$ cat src/rtl/program_loader_pkg.sv
// Shared CPU-side definitions for the program loader: frame states and length width.
package program_loader_pkg;

    localparam int unsigned LOADER_LEN_W = 16;

    typedef enum logic [2:0] {
        ST_IDLE,
        ST_LEN_HI,
        ST_LEN_LO,
        ST_DATA,
        ST_CHECK,
        ST_DONE,
        ST_ERROR
    } loader_state_e;

endpackage

$ cat src/rtl/program_loader_if.sv
// Byte-stream input and write-only memory port of the program loader.
interface program_loader_if #(
    parameter int unsigned ADDR_W = 8
);
    logic [7:0]        rx_data;
    logic              rx_valid;
    logic              rx_ready;
    logic [ADDR_W-1:0] mem_addr;
    logic [7:0]        mem_wdata;
    logic              mem_we;

    modport master (
        output rx_data, rx_valid,
        input  rx_ready, mem_addr, mem_wdata, mem_we
    );

    modport slave (
        input  rx_data, rx_valid,
        output rx_ready, mem_addr, mem_wdata, mem_we
    );
endinterface

$ cat src/rtl/program_loader.sv
// Streams a length-prefixed, XOR-checked program image into CPU memory and
// holds the CPU halted until a verified image has been written.
module program_loader
    import program_loader_pkg::*;
#(
    parameter int unsigned     ADDR_W = 8,
    parameter logic [ADDR_W-1:0] BASE = '0
) (
    input  logic             clock,
    input  logic             reset,
    input  logic             start,
    program_loader_if.slave  bus,
    output logic             cpu_hold,
    output logic             busy,
    output logic             done,
    output logic             error
);

    localparam logic [LOADER_LEN_W:0]   MAX_LEN = {{LOADER_LEN_W{1'b0}}, 1'b1} << ADDR_W;
    localparam logic [LOADER_LEN_W-1:0] ONE     = {{(LOADER_LEN_W-1){1'b0}}, 1'b1};

    loader_state_e           state;
    logic [7:0]              len_hi;
    logic [LOADER_LEN_W-1:0] len;
    logic [LOADER_LEN_W-1:0] index;
    logic [7:0]              chk;
    logic                    rx_ready_q;
    logic [ADDR_W-1:0]       mem_addr_q;
    logic [7:0]              mem_wdata_q;
    logic                    mem_we_q;

    logic                    xfer;
    logic [LOADER_LEN_W-1:0] rx_len;

    assign xfer   = bus.rx_valid & rx_ready_q;
    assign rx_len = {len_hi, bus.rx_data};

    assign bus.rx_ready  = rx_ready_q;
    assign bus.mem_addr  = mem_addr_q;
    assign bus.mem_wdata = mem_wdata_q;
    assign bus.mem_we    = mem_we_q;

    always_ff @(posedge clock or posedge reset) begin
        if (reset) begin
            state       <= ST_IDLE;
            len_hi      <= '0;
            len         <= '0;
            index       <= '0;
            chk         <= '0;
            rx_ready_q  <= 1'b0;
            busy        <= 1'b0;
            cpu_hold    <= 1'b1;
            done        <= 1'b0;
            error       <= 1'b0;
            mem_we_q    <= 1'b0;
            mem_addr_q  <= '0;
            mem_wdata_q <= '0;
        end else begin
            mem_we_q <= 1'b0;
            case (state)
                ST_IDLE, ST_DONE, ST_ERROR: begin
                    if (start) begin
                        state      <= ST_LEN_HI;
                        done       <= 1'b0;
                        error      <= 1'b0;
                        index      <= '0;
                        chk        <= '0;
                        cpu_hold   <= 1'b1;
                        rx_ready_q <= 1'b1;
                        busy       <= 1'b1;
                    end
                end
                ST_LEN_HI: begin
                    if (xfer) begin
                        len_hi <= bus.rx_data;
                        state  <= ST_LEN_LO;
                    end
                end
                ST_LEN_LO: begin
                    if (xfer) begin
                        len <= rx_len;
                        // An image larger than the address space would overwrite itself.
                        if ({1'b0, rx_len} > MAX_LEN) begin
                            state      <= ST_ERROR;
                            error      <= 1'b1;
                            rx_ready_q <= 1'b0;
                            busy       <= 1'b0;
                        end else if (rx_len == '0) begin
                            state <= ST_CHECK;
                        end else begin
                            state <= ST_DATA;
                        end
                    end
                end
                ST_DATA: begin
                    if (xfer) begin
                        chk         <= chk ^ bus.rx_data;
                        index       <= index + ONE;
                        mem_we_q    <= 1'b1;
                        mem_addr_q  <= BASE + index[ADDR_W-1:0];
                        mem_wdata_q <= bus.rx_data;
                        if (index == len - ONE) begin
                            state <= ST_CHECK;
                        end
                    end
                end
                ST_CHECK: begin
                    // The final payload write is already on the port before any CHK byte lands here.
                    if (xfer) begin
                        rx_ready_q <= 1'b0;
                        busy       <= 1'b0;
                        if (bus.rx_data == chk) begin
                            state    <= ST_DONE;
                            done     <= 1'b1;
                            cpu_hold <= 1'b0;
                        end else begin
                            state    <= ST_ERROR;
                            error    <= 1'b1;
                            cpu_hold <= 1'b1;
                        end
                    end
                end
                default: begin
                    state      <= ST_IDLE;
                    rx_ready_q <= 1'b0;
                    busy       <= 1'b0;
                    cpu_hold   <= 1'b1;
                end
            endcase
        end
    end

endmodule

$ cat src/flat_wrapper.sv
// flat-port wrapper written by rule: the top's interface ports become plain ports
module program_loader_flat import program_loader_pkg::*;
#(
    parameter int unsigned     ADDR_W = 8,
    parameter logic [ADDR_W-1:0] BASE = '0
)
  (clock, reset, start, cpu_hold, busy, done, error, bus_rx_data, bus_rx_valid, bus_rx_ready, bus_mem_addr, bus_mem_wdata, bus_mem_we);
  program_loader_if #(.ADDR_W(ADDR_W)) bus_i ();
  input  logic clock;
  input  logic reset;
  input  logic start;
  output logic cpu_hold;
  output logic busy;
  output logic done;
  output logic error;
  input wire logic [$bits(bus_i.rx_data)-1:0] bus_rx_data;
  input wire logic [$bits(bus_i.rx_valid)-1:0] bus_rx_valid;
  output wire logic [$bits(bus_i.rx_ready)-1:0] bus_rx_ready;
  output wire logic [$bits(bus_i.mem_addr)-1:0] bus_mem_addr;
  output wire logic [$bits(bus_i.mem_wdata)-1:0] bus_mem_wdata;
  output wire logic [$bits(bus_i.mem_we)-1:0] bus_mem_we;
  assign bus_i.rx_data = bus_rx_data;
  assign bus_i.rx_valid = bus_rx_valid;
  assign bus_rx_ready = bus_i.rx_ready;
  assign bus_mem_addr = bus_i.mem_addr;
  assign bus_mem_wdata = bus_i.mem_wdata;
  assign bus_mem_we = bus_i.mem_we;
  program_loader #(.ADDR_W(ADDR_W), .BASE(BASE)) u_core (.clock(clock), .reset(reset), .start(start), .bus(bus_i), .cpu_hold(cpu_hold), .busy(busy), .done(done), .error(error));
endmodule
$ cat config.mk
export PLATFORM = sky130hd
export DESIGN_NAME = program_loader_flat
export DESIGN_NICKNAME = d
export VERILOG_FILES = /design/src/rtl/program_loader_pkg.sv /design/src/rtl/program_loader_if.sv /design/src/rtl/program_loader.sv /design/src/flat_wrapper.sv
export SDC_FILE = /design/constraint.sdc
export NUM_CORES = 1
export LEC_CHECK = 0
export ABC_AREA = 1
export ABC_CLOCK_PERIOD_IN_PS = 1950
export CAP_MARGIN = 10
export CORE_MARGIN = 10
export CORE_UTILIZATION = 45
export CTS_BUF_LIST = sky130_fd_sc_hd__clkbuf_16
export CTS_CLUSTER_DIAMETER = 60
export DETAILED_ROUTE_END_ITERATION = 8
export PLACE_DENSITY_LB_ADDON = 0.2
export SYNTH_ARGS = -nofsm -noshare
export SYNTH_HDL_FRONTEND = slang
export SYNTH_SLANG_ARGS = --single-unit
$ cat constraint.sdc
create_clock -name clock -period 1.95 [get_ports clock]
set_input_delay 0.195 -clock clock [delete_from_list [all_inputs] [get_ports clock]]
set_output_delay 0.195 -clock clock [all_outputs]
set_load 0.05 [all_outputs]
==> key figures <==
Worst setup path
  • Launching point of the worst reg2reg path: u_core.len[4]$_DFFE_PP0P_
  • Worst EP required: approximately 1.8 ns
  • Critical-path maximum fanout: 2
  • Max incr delay on CP: 0.80 ns
  • Bufs and invs on worst path: 1
  • Worst r2r path cells: 14
  • R2R Path End: u_core.state[0]$_DFFE_PP0P_
  • WS Path Type: flop to primary output
  • Worst setup EP type: primary output
  • Crit path launch type: flop
  • List of cells traversed by the critical path: clkdlybuf4s50_1
  • Delay-heaviest family, CP: buffers and inverters
  • Worst Path Arrival: between 1.5 and 2 ns
  • Critical Path Slowest Stage Cell: clkdlybuf4s50_1
  • Reg2reg setup slack: ~0.12 ns

Clocking
  • Total CTS buffers: 9
  • CTS tree: done
  • CTS H-tree depth: 3
  • Max Root-Sink Buffers: 2
  • Clk sinks: 72
  • Worst-Skew Late Latency: roughly 0.33 ns
  • Root Buffer: clkbuf_16
  • Clock transition at path regs: 0.06 ns

Floorplan
  • Starting density of the core: 45.7%
  • Row count: 34
  • Ports: 34
  • CORE AREA: 8590 µm²
  • Chip Height: between 100 and 150 µm
  • Chip width: 113 µm
  • Die area: roughly 13000 µm²

Synthesis
  • Sequential share of the synthesized area: a little under half
  • Synth Instances: around 490
  • Mapped Avg Cell Area: approximately 8.1 µm²
  • Syn nets: 502
  • Yosys warns: 0
  • Post-synthesis register bit count: 72
  • Netlist Area Pre-Place: ~4000 µm²
  • Synth unique cells: 41

Global route
  • Grt ovf: 0
  • Vias in the first global route: around 3300
  • Antenna violations before repair: 0
  • Total GRT Usage: approximately 15%
  • First-pass GRT wire length: 16000 µm
  • Largest net degree at the start of global routing: 73

Drt
  • Post-route ant nets: 0
  • DRC Markers: 0
  • Drt pass-1 iters: 4
  • Routed vias: 3314
  • Wire per inst: 14.7 µm
  • DR vias/cell: 5.08
  • Detailed Route WL: ~9600 µm
  • Drt first-iter violations: 134

Timing
  • Count of final setup violators: 0
  • Final Hold Viols: 0
  • Max Transition Viols Final: 0
  • Slew @ Worst Pin: around 0.53 ns
  • Unrepaired setup endpoints after global routing: true
  • Hold Slack: roughly 0.31 ns
  • Fmax: about 540 MHz
  • Slew HR: approximately two thirds
  • Final Cycle Share: about 95%
  • Tmin final: 1.85 ns
  • Post-route clock skew: 0.00559 ns

Place
  • Detail Placement HPWL: 7050 µm
  • PortBufs: 33
  • GPL Wtd Cong: about 0.91

Power
  • VDD IR max: around 1.2 mV
  • Overall power: between 0.007 and 0.008 W
  • Static leakage: ~2.3 nW
  • Power per Cell Area: 1620 nW/µm²

Min path
  • Hold WC Path Type: primary input to async pin

Layout
  • Share of cells above drive strength 1: 15.8%
  • # nets final: roughly 550
  • Layout area overhead: 24.6%
  • Commonest non-fill, non-tap cells in the layout: 129 x nand2_1, 65 x dfrtp_1, 50 x inv_1
  • Commonest non-fill, non-tap cell in the layout: nand2_1
  • Ant diodes: 0

Job
  • Max cap viols: 0

Run status
  • Status: finished, final reports clean
-- layout make-up --
| type | count | area [µm²] |
|---|---|---|
| Clock buffer | 9 | 225 |
| Clock inverter | 7 | 71.3 |
| Fill cell | 796 | 3700 |
| Inverter | 57 | 218 |
| Multi-Input combinational cell | 348 | 1950 |
| Sequential cell | 72 | 1810 |
| Tap cell | 108 | 135 |
| Timing Repair Buffer | 52 | 489 |
-- where the power goes --
part | internal, W | leakage [nW] | switching [W]
logic | 0.00142 | 1.23 | 0.00243
registers | 0.00196 | 0.943 | 0.000486
clock network | 0.000989 | 0.139 | 0.000651
-- cells in the mapped netlist, drive strengths merged --
library cell / n / share of area, %
clkbuf: 8 / 0.76
inv: 57 / 5.4
a31oi: 1 / 0.16
dfrtp: 71 / 45
nand3b: 4 / 0.76
nand3: 19 / 2.7
nor2: 45 / 5.6
o21ai: 52 / 6.7
ha: 2 / 0.64
nor3b: 1 / 0.32
dfstp: 1 / 0.67
xor2: 21 / 4.7
and3: 1 / 0.16
buf: 3 / 0.76
a21boi: 1 / 0.19
nor4: 4 / 0.64
o21a: 1 / 0.19
and2: 1 / 0.16
nand4: 10 / 1.6
o21bai: 2 / 0.38
or2: 2 / 0.38
o31ai: 4 / 0.76
a22o: 8 / 1.8
a21oi: 10 / 1.3
nor3: 12 / 2.1
xnor2: 8 / 1.8
nand2: 139 / 14
-- worst max-delay path by stage --
| stage | start | end | slack [ns] | depth (start not counted) |
|---|---|---|---|---|
| final | u_core.cpu_hold$_DFFE_PP1P_ | cpu_hold | 0.1 | 1 |
| after global routing | u_core.len[2]$_DFFE_PP0P_ | u_core.state[2]$_DFFE_PP0P_ | -0.06 | 14 |
| after CTS | u_core.len[0]$_DFFE_PP0P_ | u_core.state[0]$_DFFE_PP0P_ | 0.01 | 15 |
| after detailed placement | u_core.len[0]$_DFFE_PP0P_ | u_core.state[2]$_DFFE_PP0P_ | -0.04 | 15 |
| after global placement | u_core.len[2]$_DFFE_PP0P_ | u_core.state[2]$_DFFE_PP0P_ | 0.07 | 14 |
| after floorplan | u_core.bus.rx_ready$_DFFE_PP0P_ | u_core.chk[0]$_DFFE_PP0P_ | 0.17 | 8 |
-- state kept, by name, summed over array words and instances (netlist names) --
signal / count
u_core.cpu_hold: 1
u_core.bus.rx_ready: 1
u_core.index: 16
u_core.len_hi: 8
u_core.len: 16
u_core.done: 1
u_core.bus.mem_we: 1
u_core.bus.mem_wdata: 8
u_core.error: 1
u_core.state: 3
u_core.bus.mem_addr: 8
u_core.chk: 8
-- stage by stage --
stage | setup WS [ns] | utilization, % | cell area (µm²) | setup TNS [ns] | std cells
floorplan | 0.172 | - | 3930 | 0 | 488
global placement | 0.0688 | 51.8 | 4460 | 0 | 632
detailed placement | -0.0406 | 51.8 | 4460 | -0.0889 | 632
CTS | 0.0139 | 55.4 | 4760 | 0 | 648
global route | -0.0633 | 57.0 | 4900 | -0.159 | 653
finish | 0.0967 | 57.0 | 4900 | 0 | 653
-- metal layers --
metal  global-route usage (%)  vias up  wire length, µm
li1                         -     1686                -
met4                     5.41        0              144
met3                     3.36       12              367
met2                     25.2       54             4700
met1                     19.0     1562             4390
met5                        0        -                0
-- cells by family after synthesis --
family | count (synthesis) | share of synthesized area, %
adders and majority gates | 2 | 0.637
DFF | 72 | 45.9
buffers and inverters | 68 | 6.97
and+or+nand+nor | 238 | 28.6
AOI/OAI and AO/OA | 79 | 11.5
xor gates and xnor gates | 29 | 6.47
-- what timing repair did --
action,CTS,global route
hold endpoints to repair,0,0
gates resized for setup,2,33
setup endpoints to repair,3,3
hold buffers,0,0
gates cloned,0,0
buffers inserted,0,5
pin swaps,0,11
Power figures use the tool's default switching activity.
